<file path="src/rtl/snake_trail.sv">
`default_nettype none
// ============================================================================
// snake_trail : circular body-history buffer with serial self-collision scan
// Revision 1.0
// ============================================================================
module snake_trail #(
  parameter int MAX_LEN     = 64,
  parameter int SEG_SPACING = 12,
  parameter int INIT_LEN    = 4,
  parameter int GROW_STEP   = 2,
  parameter int SKIP        = 2,
  parameter int SEG_SIZE    = 12,
  localparam int AW         = $clog2(MAX_LEN)
) (
  input  logic          Clk,
  input  logic          Reset_n,
  input  logic          frame_tick,
  input  logic [9:0]    HeadX,
  input  logic [9:0]    HeadY,
  input  logic          grow,
  input  logic          clear,
  input  logic [AW-1:0] rd_idx,
  output logic [9:0]    rd_x,
  output logic [9:0]    rd_y,
  output logic          rd_valid,
  output logic [AW:0]   length,
  output logic          collide,
  output logic          scan_busy,
  output logic          scan_done
);

  localparam int LW = AW + 1;
  localparam int PW = AW + 2;
  localparam int CW = $clog2(SEG_SPACING + 1);
  localparam logic [LW-1:0] MAX_LEN_L = LW'(MAX_LEN);
  localparam logic [LW-1:0] SKIP_L    = LW'(SKIP);
  localparam logic [CW-1:0] SPACING_L = CW'(SEG_SPACING - 1);
  localparam logic [PW:0]   GROW_L    = (PW+1)'(GROW_STEP);
  localparam logic [10:0]   SIZE_L    = 11'(SEG_SIZE);
  localparam logic [AW-1:0] PTR_ONE   = AW'(1);

  typedef enum logic [1:0] {IDLE = 2'd0, PUSH = 2'd1, SCAN = 2'd2, DONE = 2'd3} state_t;
  state_t r_state, w_state_next;

  logic [19:0]   r_mem [MAX_LEN];
  logic [AW-1:0] r_wr_ptr;
  logic [LW-1:0] r_length;
  logic [PW-1:0] r_pending;
  logic [CW-1:0] r_frame_cnt;
  logic [9:0]    r_hx, r_hy;
  logic [LW-1:0] r_scan_k;
  logic          r_cmp_valid;
  logic [19:0]   r_scan_data;
  logic          r_collide;
  logic [19:0]   r_rd_data;
  logic          r_rd_valid;

  logic          w_len_inc;
  logic [LW-1:0] w_len_next;
  logic [PW-1:0] w_pend_dec, w_pend_next;
  logic [PW:0]   w_pend_sum;
  logic signed [10:0] w_dx, w_dy;
  logic [10:0]   w_adx, w_ady;
  logic          w_hit;

  assign w_len_inc  = (r_state == PUSH) && (r_pending != '0) && (r_length < MAX_LEN_L);
  assign w_len_next = r_length + LW'(w_len_inc);
  assign w_pend_dec = r_pending - PW'(w_len_inc);
  assign w_pend_sum = {1'b0, w_pend_dec} + GROW_L;
  // Grow saturates instead of wrapping so a burst of food is never lost
  assign w_pend_next = !grow ? w_pend_dec : (w_pend_sum[PW] ? '1 : w_pend_sum[PW-1:0]);

  assign w_dx  = $signed({1'b0, r_hx}) - $signed({1'b0, r_scan_data[19:10]});
  assign w_dy  = $signed({1'b0, r_hy}) - $signed({1'b0, r_scan_data[9:0]});
  assign w_adx = w_dx[10] ? 11'(-w_dx) : 11'(w_dx);
  assign w_ady = w_dy[10] ? 11'(-w_dy) : 11'(w_dy);
  assign w_hit = (w_adx < SIZE_L) && (w_ady < SIZE_L);

  always_ff @(posedge Clk or negedge Reset_n) begin
    if (!Reset_n) r_state <= IDLE;
    else          r_state <= w_state_next;
  end

  always_comb begin
    w_state_next = r_state;
    case (r_state)
      IDLE: if (frame_tick) begin
        if (r_frame_cnt == SPACING_L) w_state_next = PUSH;
        else                          w_state_next = (r_length > SKIP_L) ? SCAN : DONE;
      end
      PUSH:    w_state_next = (w_len_next > SKIP_L) ? SCAN : DONE;
      SCAN:    if (r_scan_k >= r_length) w_state_next = DONE;
      DONE:    w_state_next = IDLE;
      default: w_state_next = IDLE;
    endcase
    if (clear) w_state_next = IDLE;
  end

  always_ff @(posedge Clk or negedge Reset_n) begin
    if (!Reset_n) begin
      r_wr_ptr    <= '0;
      r_length    <= '0;
      r_pending   <= PW'(INIT_LEN);
      r_frame_cnt <= SPACING_L;
      r_hx        <= '0;
      r_hy        <= '0;
      r_scan_k    <= SKIP_L;
      r_cmp_valid <= 1'b0;
      r_collide   <= 1'b0;
      r_rd_data   <= '0;
      r_rd_valid  <= 1'b0;
    end else if (clear) begin
      r_wr_ptr    <= '0;
      r_length    <= '0;
      r_pending   <= PW'(INIT_LEN);
      r_frame_cnt <= SPACING_L;
      r_hx        <= '0;
      r_hy        <= '0;
      r_scan_k    <= SKIP_L;
      r_cmp_valid <= 1'b0;
      r_collide   <= 1'b0;
      r_rd_data   <= '0;
      r_rd_valid  <= 1'b0;
    end else begin
      r_rd_data  <= r_mem[r_wr_ptr - rd_idx];
      r_rd_valid <= {1'b0, rd_idx} < r_length;
      r_length   <= w_len_next;
      r_pending  <= w_pend_next;
      if (r_state == IDLE && frame_tick) begin
        r_hx        <= HeadX;
        r_hy        <= HeadY;
        r_frame_cnt <= (r_frame_cnt == SPACING_L) ? '0 : r_frame_cnt + CW'(1);
      end
      if (r_state == PUSH) r_wr_ptr <= r_wr_ptr + PTR_ONE;
      // Read issue and compare are one stage apart; the final SCAN cycle only drains
      if (r_state == SCAN && r_scan_k < r_length) begin
        r_scan_k    <= r_scan_k + LW'(1);
        r_cmp_valid <= 1'b1;
      end else begin
        r_cmp_valid <= 1'b0;
        if (r_state != SCAN) r_scan_k <= SKIP_L;
      end
      if (r_cmp_valid && w_hit) r_collide <= 1'b1;
    end
  end

  always_ff @(posedge Clk) begin
    if (r_state == PUSH && !clear) r_mem[r_wr_ptr + PTR_ONE] <= {r_hx, r_hy};
    r_scan_data <= r_mem[r_wr_ptr - r_scan_k[AW-1:0]];
  end

  assign rd_x      = r_rd_data[19:10];
  assign rd_y      = r_rd_data[9:0];
  assign rd_valid  = r_rd_valid;
  assign length    = r_length;
  assign collide   = r_collide;
  assign scan_busy = (r_state != IDLE);
  assign scan_done = (r_state == DONE);

endmodule
`default_nettype wire

</file>
<file path="config.mk">
export PLATFORM = sky130hd
export DESIGN_NAME = snake_trail
export DESIGN_NICKNAME = d
export VERILOG_FILES = /design/src/rtl/snake_trail.sv
export SDC_FILE = /design/constraint.sdc
export NUM_CORES = 2
export LEC_CHECK = 0
export ABC_CLOCK_PERIOD_IN_PS = 4250
export BUFFER_PORTS_ARGS = -buffer_cell sky130_fd_sc_hd__buf_2
export CELL_PAD_IN_SITES_DETAIL_PLACEMENT = 1
export CELL_PAD_IN_SITES_GLOBAL_PLACEMENT = 2
export CORE_MARGIN = 2
export CORE_UTILIZATION = 33
export CTS_CLUSTER_SIZE = 28
export DETAILED_ROUTE_END_ITERATION = 10
export PLACE_DENSITY = 0.63
export REMOVE_ABC_BUFFERS = 1
export SKIP_CTS_REPAIR_TIMING = 1
export SYNTH_ARGS = -nofsm -noshare
export SYNTH_HDL_FRONTEND = slang
export SYNTH_SLANG_ARGS = --single-unit
</file>
<file path="constraint.sdc">
create_clock -name Clk -period 4.25 [get_ports Clk]
set_input_delay 0.6375 -clock Clk [delete_from_list [all_inputs] [get_ports Clk]]
set_output_delay 0.6375 -clock Clk [all_outputs]
set_load 0.03 [all_outputs]
</file>
==> flow_summary.yaml <==
outcome:
  outcome: "finished, final reports clean"
timing:
  relSlewSlack_pct: 20.2
  setup_viol: 0
  tns_ns: 0
  tightest_slew_ns: 1.20
  timing.final.crit_period_ns: 4.19
  skew_ns: 0.0267
  fin_crit_sh_pct: 98.5
  hold_violations: 0
  rsz0062_at_grt: "no"
  fmax_ghz: 0.239
  slew_violations: 0
yosys:
  synth-seq-cells: 1377
  synth_edf_count: 1280
  synth_flop_cell: "edfxtp_1"
  avgSynthCellArea_um2: 20.6
  yosys_warnings: 0
  synthAdderAreaFrac_pct: 1.17
  synthCells: 3146
  synth.area.mux_share_pct: 28.6
  synth.distinct_cells: 69
  synth_compound_area_share_pct: 2.24
  ys_seq_area_share_pct: 63.0
  synth-async-reset-ratio_pct: 5.59
  synth_top_family_by_area: "multiplexers"
  syn_area_mm2: 0.0647
  synth-simple-area-share_pct: 2.36
  synth-xor-area-share_pct: 0.642
clock_tree:
  cts_made_buffers: 151
  htreeDepth: 4
  clock_latency_ns: 0.81
  clockRootBuffer: "clkbuf_16"
  path_clk_slew_ns: 0.06
  clock_path_buffers: 3
  cts.sinks: 1377
  cts_tree: "done"
setup_path:
  crit_type: "reg2reg"
  cp_max_fo: 35
  cp-end-kind: "flip-flop"
  cp-startpoint: "r_wr_ptr[0]$_DFFE_PN0P_"
  r2r_start: "r_wr_ptr[0]$_DFFE_PN0P_"
  cp.arrival_ns: 4.81
  required_ns: 4.88
  cp-start-kind: "flip-flop"
pwr:
  ir_worst_vdd_uv: 400
  p_leak_uw: 0.0245
  power_density_mw_per_mm2: 595
detailed_routing:
  drcViolationCount: 0
  dr.pass1.iters: 8
  drtAntennaViolNets: 0
  avgRoutedWirePerCell_um: 34.7
  vias: 35300
  vias_per_cell: 5.76
  drt-initial-drc-count: 4107
  drt_wl_total_mm: 213
hold_path:
  hp-class: "in2reg"
  min-delay-start: "HeadY[1]"
placement:
  gp_congestion: 0.830
  dpl_cell_area_mm2: 0.0699
  portBuffers: 61
  dpl.hpwl_mm: 127
layout:
  mostFrequentLayoutCells: "edfxtp_1, mux4_2, buf_4"
  drive_gt1_share_pct: 40.6
  stdcell_area_mm2: 0.0748
  final_common_cell: "edfxtp_1"
  nets: 3466
  area_growth_pct: 15.6
die:
  coreArea_mm2: 0.195
  initial_utilization_pct: 33.2
  die_area_mm2: 0.200
  io_pins: 62
  die_w_um: 447
  die_y_um: 447
  rows: 162
grt:
  grt.overflow.total: 0
  grt_max_degree: 66
  antenna_found_initial: 9
  grt_pass1_wl_mm: 298
  grt_pass1_vias: 36900
  grt_util_all_layers_pct: 21.5
job:
  cap_viol_max_count: 0
-- critical path: stages, from the launching register on --
cell      delay, ns
dfrtp_1        0.37
inv_1          0.19
ha_4           0.16
inv_1          0.05
fa_4           0.83
buf_12         0.24
buf_12         0.29
mux4_2         0.35
mux4_2         0.61
mux2i_1        0.70
a211oi_1       0.17
-- per-stage QoR --
stage	hold slack [ns]	worst slack, ns	utilization (%)	power (uW)	instances
after global placement	0.488	-0.135	35.9	31800	5847
after CTS	-0.144	-0.00990	38.4	44900	6127
after floorplan	0.342	-10.22	-	26300	2924
after global routing	0.0863	0.0298	38.4	46100	6130
final	0.113	0.0648	38.4	44500	6135
after detailed placement	0.507	-0.183	35.9	31800	5847
-- synthesized netlist by cell type (all sizes together) (5+ instances only) --
master  instances  share of area (%)
a21o           11               0.13
nand2          77               0.45
nand3          21               0.16
dfxtp          20               0.62
dfrtp          72                2.8
inv            57               0.33
nor2          111               0.64
nor4            5              0.048
a21oi          65               0.50
dfstp           5               0.20
ha             54                1.0
nor3           17               0.13
mux2i          43               0.67
mux4          800                 28
xnor2          27               0.41
or3             6              0.058
edfxtp       1280                 59
o21ai          29               0.22
xor2           17               0.23
a31oi           7              0.068
clkbuf        103               0.60
nand4           5              0.048
buf           119                1.1
o31ai           5              0.058
nand2b         11               0.11
nor2b          49               0.47
a211oi         66               0.77
-- cell families after synthesis --
kind of cell | count (synthesis)
adder cells (fa/ha/maj) | 58
buffers and inverters | 279
XOR/XNOR | 44
multiplexers | 845
flip-flops | 1377
AO/OA/AOI/OAI | 220
AND/OR/NAND/NOR | 323
-- sequential cells by signal, indices dropped and copies added (netlist names) --
signal and count:
collide 1, length 7, r_cmp_valid 1, r_frame_cnt 4
r_hx 10, r_hy 10, r_mem 1280, r_pending 8
r_rd_data 20, r_scan_data 20, r_scan_k 7, r_state 2
r_wr_ptr 6, rd_valid 1
-- final timing paths --
| path | end | slack [ns] | cells after the start |
|---|---|---|---|
| min | r_hy[1]$_DFFE_PN0P_ | 0.11 | 3 |
| min in group asynchronous | r_scan_k[6]$_DFFE_PN0P_ | 0.43 | 2 |
| max reg2reg | r_rd_data[7]$_DFF_PN0_ | 0.06 | 10 |
| max | r_rd_data[7]$_DFF_PN0_ | 0.06 | 10 |
| max in group asynchronous | r_hx[6]$_DFFE_PN0P_ | 2.82 | 3 |
| min reg2reg | r_frame_cnt[1]$_DFFE_PN1P_ | 0.51 | 2 |
-- metal layers --
layer | vias up | GRT usage [%] | part of all wire [%]
met5 | - | 0 | 0
met4 | 0 | 6.48 | 3.0
met3 | 256 | 3.28 | 6.2
met2 | 1278 | 35.1 | 49
met1 | 19700 | 29.7 | 42
li1 | 14100 | - | -
-- cell type report --
type	count	area, um2
diodes	7	17.5
clock buffers	208	4100
clock inverters	72	767
fillers	18700	120000
inverters	57	214
multi-input cells	1490	22900
flip-flops and latches	1377	40800
well taps	2624	3280
repair buffers	300	2710
-- where the power goes --
group | switching [uW] | leakage (uW) | internal [uW]
sequential | 328 | 0.0130 | 15600
combinational | 8500 | 0.00921 | 6950
clock | 5620 | 0.00238 | 7470
total | 14500 | 0.0245 | 30100
(Power assumes the default switching activity.)
